===== src/rtl/pipe_rca_pkg.sv =====
// Shared defaults and helpers for the pipelined ripple-carry adder.
// Holds default WIDTH/STAGES, the SLICE width function and the divisibility check.
package pipe_rca_pkg;

    localparam int DEF_WIDTH  = 16;
    localparam int DEF_STAGES = 4;

    function automatic int slice_width(input int width, input int stages);
        return width / stages;
    endfunction

    function automatic bit slice_ok(input int width, input int stages);
        return (stages > 0) && (width > 0) && ((width % stages) == 0);
    endfunction

endpackage


===== src/rtl/rca_slice.sv =====
// Combinational W-bit ripple-carry slice built from per-bit full adders.
// Ports: a, b operands; cin carry-in; sum; cout carry-out; cmsb carry into top bit.
module rca_slice #(
    parameter int W = 4
) (
    input  logic [W-1:0] a,
    input  logic [W-1:0] b,
    input  logic         cin,
    output logic [W-1:0] sum,
    output logic         cout,
    output logic         cmsb
);

    logic [W:0] c;

    always_comb begin
        c    = '0;
        sum  = '0;
        c[0] = cin;
        for (int i = 0; i < W; i++) begin
            sum[i]   = a[i] ^ b[i] ^ c[i];
            c[i+1]   = (a[i] & b[i]) | (c[i] & (a[i] ^ b[i]));
        end
    end

    assign cout = c[W];
    assign cmsb = c[W-1];

endmodule


===== src/rtl/pipe_rca_adder.sv =====
// Pipelined ripple-carry adder/subtractor, one SLICE resolved per stage.
// Ports: clk, rst_n; in_valid/in_ready, x, y, ci, sub; out_valid/out_ready, s, co, ovf.
module pipe_rca_adder
    import pipe_rca_pkg::*;
#(
    parameter int WIDTH  = DEF_WIDTH,
    parameter int STAGES = DEF_STAGES
) (
    input  logic             clk,
    input  logic             rst_n,
    input  logic             in_valid,
    output logic             in_ready,
    input  logic [WIDTH-1:0] x,
    input  logic [WIDTH-1:0] y,
    input  logic             ci,
    input  logic             sub,
    output logic             out_valid,
    input  logic             out_ready,
    output logic [WIDTH-1:0] s,
    output logic             co,
    output logic             ovf
);

    localparam int SLICE = slice_width(WIDTH, STAGES);

    if (!slice_ok(WIDTH, STAGES)) begin : g_bad_cfg
        $error("pipe_rca_adder: WIDTH must be a multiple of STAGES");
    end

    logic             en;
    logic [WIDTH-1:0] y_inv;
    logic             cin0;

    // The whole pipe moves together; only a held result can stall it.
    assign en       = !(out_valid && !out_ready);
    assign in_ready = en;
    assign y_inv    = sub ? ~y : y;
    assign cin0     = sub | ci;

    for (genvar k = 0; k < STAGES; k++) begin : g_st
        localparam int DW = (k + 1) * SLICE;
        localparam int RW = WIDTH - DW;

        logic [SLICE-1:0] a_sl;
        logic [SLICE-1:0] b_sl;
        logic [SLICE-1:0] s_sl;
        logic             c_in;
        logic             c_out;
        logic             c_msb;
        logic             vld_d;
        logic             vld_q;
        logic             c_q;
        logic [DW-1:0]    s_d;
        logic [DW-1:0]    s_q;

        if (k == 0) begin : g_in
            assign a_sl  = x[SLICE-1:0];
            assign b_sl  = y_inv[SLICE-1:0];
            assign c_in  = cin0;
            assign vld_d = in_valid;
            assign s_d   = s_sl;
        end else begin : g_in
            assign a_sl  = g_st[k-1].g_op.a_q[SLICE-1:0];
            assign b_sl  = g_st[k-1].g_op.b_q[SLICE-1:0];
            assign c_in  = g_st[k-1].c_q;
            assign vld_d = g_st[k-1].vld_q;
            assign s_d   = {s_sl, g_st[k-1].s_q};
        end

        rca_slice #(
            .W(SLICE)
        ) u_slice (
            .a   (a_sl),
            .b   (b_sl),
            .cin (c_in),
            .sum (s_sl),
            .cout(c_out),
            .cmsb(c_msb)
        );

        always_ff @(posedge clk or negedge rst_n) begin
            if (!rst_n) begin
                vld_q <= 1'b0;
                c_q   <= 1'b0;
                s_q   <= '0;
            end else if (en) begin
                vld_q <= vld_d;
                c_q   <= c_out;
                s_q   <= s_d;
            end
        end

        // Operand skew: only the slices not yet summed travel onward.
        if (k < STAGES - 1) begin : g_op
            logic [RW-1:0] a_d;
            logic [RW-1:0] b_d;
            logic [RW-1:0] a_q;
            logic [RW-1:0] b_q;

            if (k == 0) begin : g_src
                assign a_d = x[WIDTH-1:SLICE];
                assign b_d = y_inv[WIDTH-1:SLICE];
            end else begin : g_src
                assign a_d = g_st[k-1].g_op.a_q[RW+SLICE-1:SLICE];
                assign b_d = g_st[k-1].g_op.b_q[RW+SLICE-1:SLICE];
            end

            always_ff @(posedge clk or negedge rst_n) begin
                if (!rst_n) begin
                    a_q <= '0;
                    b_q <= '0;
                end else if (en) begin
                    a_q <= a_d;
                    b_q <= b_d;
                end
            end
        end

        if (k == STAGES - 1) begin : g_ovf
            logic ovf_q;

            always_ff @(posedge clk or negedge rst_n) begin
                if (!rst_n) begin
                    ovf_q <= 1'b0;
                end else if (en) begin
                    ovf_q <= c_msb ^ c_out;
                end
            end
        end
    end

    assign out_valid = g_st[STAGES-1].vld_q;
    assign s         = g_st[STAGES-1].s_q;
    assign co        = g_st[STAGES-1].c_q;
    assign ovf       = g_st[STAGES-1].g_ovf.ovf_q;

endmodule


===== config.mk =====
export PLATFORM = sky130hd
export DESIGN_NAME = pipe_rca_adder
export DESIGN_NICKNAME = d
export VERILOG_FILES = /design/src/rtl/pipe_rca_pkg.sv /design/src/rtl/rca_slice.sv /design/src/rtl/pipe_rca_adder.sv
export SDC_FILE = /design/constraint.sdc
export NUM_CORES = 1
export LEC_CHECK = 0
export ABC_AREA = 1
export BUFFER_PORTS_ARGS = -buffer_cell sky130_fd_sc_hd__buf_2
export CAP_MARGIN = 20
export CORE_AREA = 2 2 99 101
export CTS_CLUSTER_SIZE = 20
export DETAILED_ROUTE_END_ITERATION = 10
export DIE_AREA = 0 0 101 103
export PLACE_DENSITY = 0.76
export SYNTH_ARGS = -nofsm -noshare
export SYNTH_HDL_FRONTEND = slang
export SYNTH_HIERARCHICAL = 1
export SYNTH_SLANG_ARGS = --single-unit

===== constraint.sdc =====
create_clock -name clk -period 2.8 [get_ports clk]
set_clock_uncertainty 0.2 [all_clocks]
set_input_delay 0.56 -clock clk [delete_from_list [all_inputs] [get_ports clk]]
set_output_delay 0.56 -clock clk [all_outputs]
set_load 0.005 [all_outputs]

-- Word-level counts from Yosys, hierarchy flattened
Index checks and enable logic that the tools add are counted.
- flip-flop bits (word level): 97
- output and inout bits: 20
- bits of input ports: 38
- multiplexer cells: 1
- reduce and logical (&&, ||, !) cells: 3
- bitwise operators: 83
- operators by type and width (cell ; count):
    $xor A1 B1 Y1 ; 33
    $and A1 B1 Y1 ; 32
    $or A1 B1 Y1 ; 17
    $mux W16 ; 1
    $not A16 Y16 ; 1
    $logic_not A1 Y1 ; 2
    $logic_and A1 B1 Y1 ; 1

-- Longest topological paths before layout
- word-level depth: 11
- depth in mapped cells: 11
- gate-level depth less buffers: 10

-- Modules after synthesis
The synthesis kept the hierarchy.
- by module, submodules not included (module ; area each (sq um) ; cells an instance ; times used):
    pipe_rca_adder ; 3861.2 ; 451 ; 1
    rca_slice ; 110.1 ; 12 ; 4

-- Worst setup path after synthesis
OpenSTA, ideal clock, no wires.
- path type: input to register
- from: input sub
- to: register g_st[0].s_q[3]
- stages: 11
- setup slack: -182 ps
- data arrival time: 2651 ps
- path buffers: 2
- data required time: 2469 ps
- path through: buf_2 -> buf_2 -> xor2_1 -> fa_1 -> inv_1 -> fa_1 -> fa_1 -> inv_1 -> fa_1 -> nand2_1 -> o21ai_0
- word-level cells in the longest chain between the ends: 9
- elaborated cells between the ends (all ways): 16
- those cells by class: mux (1); bitwise (15)
- ends and longest elaborated chain (what ; RTL line ; text):
    from (decl) ; pipe_rca_adder.sv:16 ; input logic sub,
    $mux W16 (*) ; pipe_rca_adder.sv:37 ; assign y_inv = sub ? ~y : y;
    via y_inv[0] ; pipe_rca_adder.sv:31 ; logic [WIDTH-1:0] y_inv;
    $xor A1 B1 Y1 ; rca_slice.sv:22 ; c[i+1] = (a[i] & b[i]) | (c[i] & (a[i] ^ b[i]));
    $and A1 B1 Y1 ; rca_slice.sv:22 ;
    $or A1 B1 Y1 (*) ; rca_slice.sv:22 ;
    $and A1 B1 Y1 (*) ; rca_slice.sv:22 ;
    $or A1 B1 Y1 (*) ; rca_slice.sv:22 ;
    $and A1 B1 Y1 (*) ; rca_slice.sv:22 ;
    $or A1 B1 Y1 (*) ; rca_slice.sv:22 ;
    via g_st[0].c_msb ; pipe_rca_adder.sv:49 ; logic c_msb;
    $xor A1 B1 Y1 (*) ; rca_slice.sv:21 ; sum[i] = a[i] ^ b[i] ^ c[i];
    via g_st[0].s_d[3] ; pipe_rca_adder.sv:53 ; logic [DW-1:0] s_d;
    to (signal assigned) ; pipe_rca_adder.sv:85 ; s_q <= '0;
    to (signal assigned) ; pipe_rca_adder.sv:89 ; s_q <= s_d;
    to (decl) ; pipe_rca_adder.sv:54 ; logic [DW-1:0] s_q;
Mark *: on every way through the listed nets, which the timed path passes. The rest lies on a longest branch.
A chain may end at the register's enable or synchronous reset.

-- Worst setup path after layout
Same ends and word-level chain as after synthesis.

==> key figures <==
Route
  – DRC Markers: 0
  – TritonRoute pass-1 iters: 4
  – DRT Wirelength: 7380 um
  – Iter 0 DRT Violations: 208
  – Antenna Violating Nets Remaining: 0
  – Routed WL per cell: 11.0 um
  – Post-DR vias/cell: 4.56
  – Vias: 3062

Synthesis
  – Synth warnings: 6
  – Mapped Cells: 499
  – Mean Syn Cell Area: 8.62 um2
  – Post-synthesis sequential area ratio: 0.564
  – Count of cell types in the netlist: 14
  – Synthesized area: 0.00430 mm2
  – Post-synth net total: 553
  – Synth Register Bits: 97

GRT
  – Initial antenna violation count: 0
  – Overflow left after global routing: 0
  – Total track usage: 0.164
  – Largest net degree at the start of global routing: 61
  – Global-route wire length before repair: 13500 um
  – Vias in the first global route: 3149

Hold path
  – Hold Path Class: input port to flip-flop

STA
  – Final setup violation count: 0
  – Worst Hold Margin: 0.191 ns
  – Max Slew Vio Count: 0
  – Min Tclk post-route: 2.42 ns
  – RSZ-0062 raised after global routing: no
  – F_max: 412 MHz
  – Worst-Margin Slew: 0.555 ns
  – Slew HR: 0.630
  – Total negative slack: 0 ns
  – Fin. Hold Viols: 0
  – Final worst path period share: 0.866

Flow run
  – Max Cap Viol: 0

Final layout
  – Sequential Area: 0.00243 mm2
  – Fin util: 0.520
  – Synthesis-to-finish area growth: 14.3%
  – Finished Layout Cells: 672
  – Layout fillers: 876
  – Most common cell after layout, fill and taps aside: nand2_1
  – Layout cells sized above 1: 0.159
  – Diode count: 0
  – Nets@finish: 607
  – Multi-input gate area in the final layout: 0.00155 mm2
  – Most frequent cells in the layout: 264 x nand2_1, 97 x dfrtp_1, 59 x inv_1, 56 x buf_2, 22 x o21ai_0

Placement
  – Post-Place Cells: 655
  – DP Wirelength: 5200 um
  – I/O Buffers: 57
  – GPL Wtd Cong: 0.744

Setup path
  – Required time worst endpoint: 2.83 ns
  – Crit. End Element: flip-flop
  – Worst EP arrival: 2.46 ns
  – CP startpoint kind: input port
  – Setup CP Type: input port to flip-flop
  – Critical Path Fanout Max: 4

Die
  – Die width: 101 um
  – Die area: 0.0104 mm2
  – Chip Height: 103 um
  – I/O pin cnt: 58
  – Core area: 0.00946 mm2
  – FP Rows: 36
  – Initial core utilization: 0.455

Power and ir drop
  – Pleak: 2.77 nW
  – Worst vdd ir: 0.352 mV
  – Pwr Density: 995 mW/mm2

Clocking
  – Worst-case clock buffer depth: 2
  – TritonCTS clock tree: yes
  – Clock Latency Late Sink: 0.36 ns
  – H-tree levels: 3
  – Clock Pin Slew Worst Setup and Hold Paths: 0.09 ns
  – Total CTS buffers: 9
  – Clk sinks: 97
  – Post_cts resized: 0
  – Clk root buf: clkbuf_8

Run status
  – Status: finished, final reports clean
[stage by stage]
stage	power [mW]	cell area, um2	worst slack (ns)
finish	4.89	4910	0.375
global route	5.42	4910	0.261
global placement	3.96	4700	0.0908
detailed placement	4.04	4700	0.00226
CTS	4.97	4910	0.399
floorplan	3.53	4330	0.0320
[path summary, 6_finish.rpt]
check / from / cells after the start / slack (ns) / endpoint
min: in_valid / 3 / 0.19 / g_st[0].vld_q
min in group asynchronous: rst_n / 2 / 0.49 / ovf
min reg2reg: g_st[2].vld_q / 2 / 0.26 / out_valid
max: sub / 10 / 0.38 / g_st[0].s_q[3]
max in group asynchronous: rst_n / 3 / 1.22 / g_st[1].g_op.b_q[7]
max reg2reg: g_st[0].g_op.a_q[0] / 8 / 0.46 / g_st[1].s_q[7]
[logic make-up (layout without fill, tap and decap cells)]
group	Yosys count	in the layout	share of synthesized area
and+or+nand+nor	277	277	0.246
AOI/OAI and AO/OA	22	22	0.0256
xor gates and xnor gates	4	4	0.00814
buffers and inverters	83	142	0.0812
DFF	97	97	0.564
adders and majority gates	16	16	0.0745
[synthesized netlist by cell type (all sizes together)]
library cell    n  area (um2)
inv            60         225
nor2            1        6.26
buf            18         105
o21ai          22         110
xor2            4        35.0
nand2         265         997
fa             16         320
nand3          10        50.1
clkbuf          5        18.8
dfrtp          97        2430
or2             1        6.26
[area by class of cell]
class,instances,share of cell area
timing repair buffer,66,0.0754
clock inverter,6,0.0135
tap,114,0.0290
clock buffer,10,0.0280
multi-input combinational,319,0.314
sequential,97,0.494
inverter,60,0.0458
[layer usage]
| layer | track usage | vias to the layer above | part of all wire |
|---|---|---|---|
| li1 | - | 1566 | - |
| met1 | 0.211 | 1431 | 0.46 |
| met2 | 0.275 | 53 | 0.49 |
| met3 | 0.0278 | 12 | 0.038 |
| met4 | 0.0717 | 0 | 0.021 |
| met5 | 0 | - | 0 |
[sequential cells by signal (all words and copies together) (netlist names)]
register	flops
g_st.g_op.a_q	24
out_valid	1
g_st.vld_q	3
g_st.s_q	24
s	16
ovf	1
g_st.g_op.b_q	24
co	1
g_st.c_q	3
[critical path, cell delays in order]
cell and delay [ns]:
buf_2 0.13, xor2_2 0.18, fa_2 0.22, inv_1 0.06
fa_2 0.35, fa_2 0.33, inv_1 0.07, fa_1 0.41
nand2_1 0.07, o21ai_0 0.08
[what timing repair did]
item	CTS	global route
hold buffers	1	0
endpoints found under the hold margin	40	0
setup buffers	0	0
[power by group]
group	total [mW]	internal (mW)	switching, mW	leakage [nW]
clock network	0.910	0.438	0.471	0.0949
logic	1.64	0.662	0.977	1.50
registers	2.34	2.02	0.327	1.18
(Power assumes the default switching activity.)
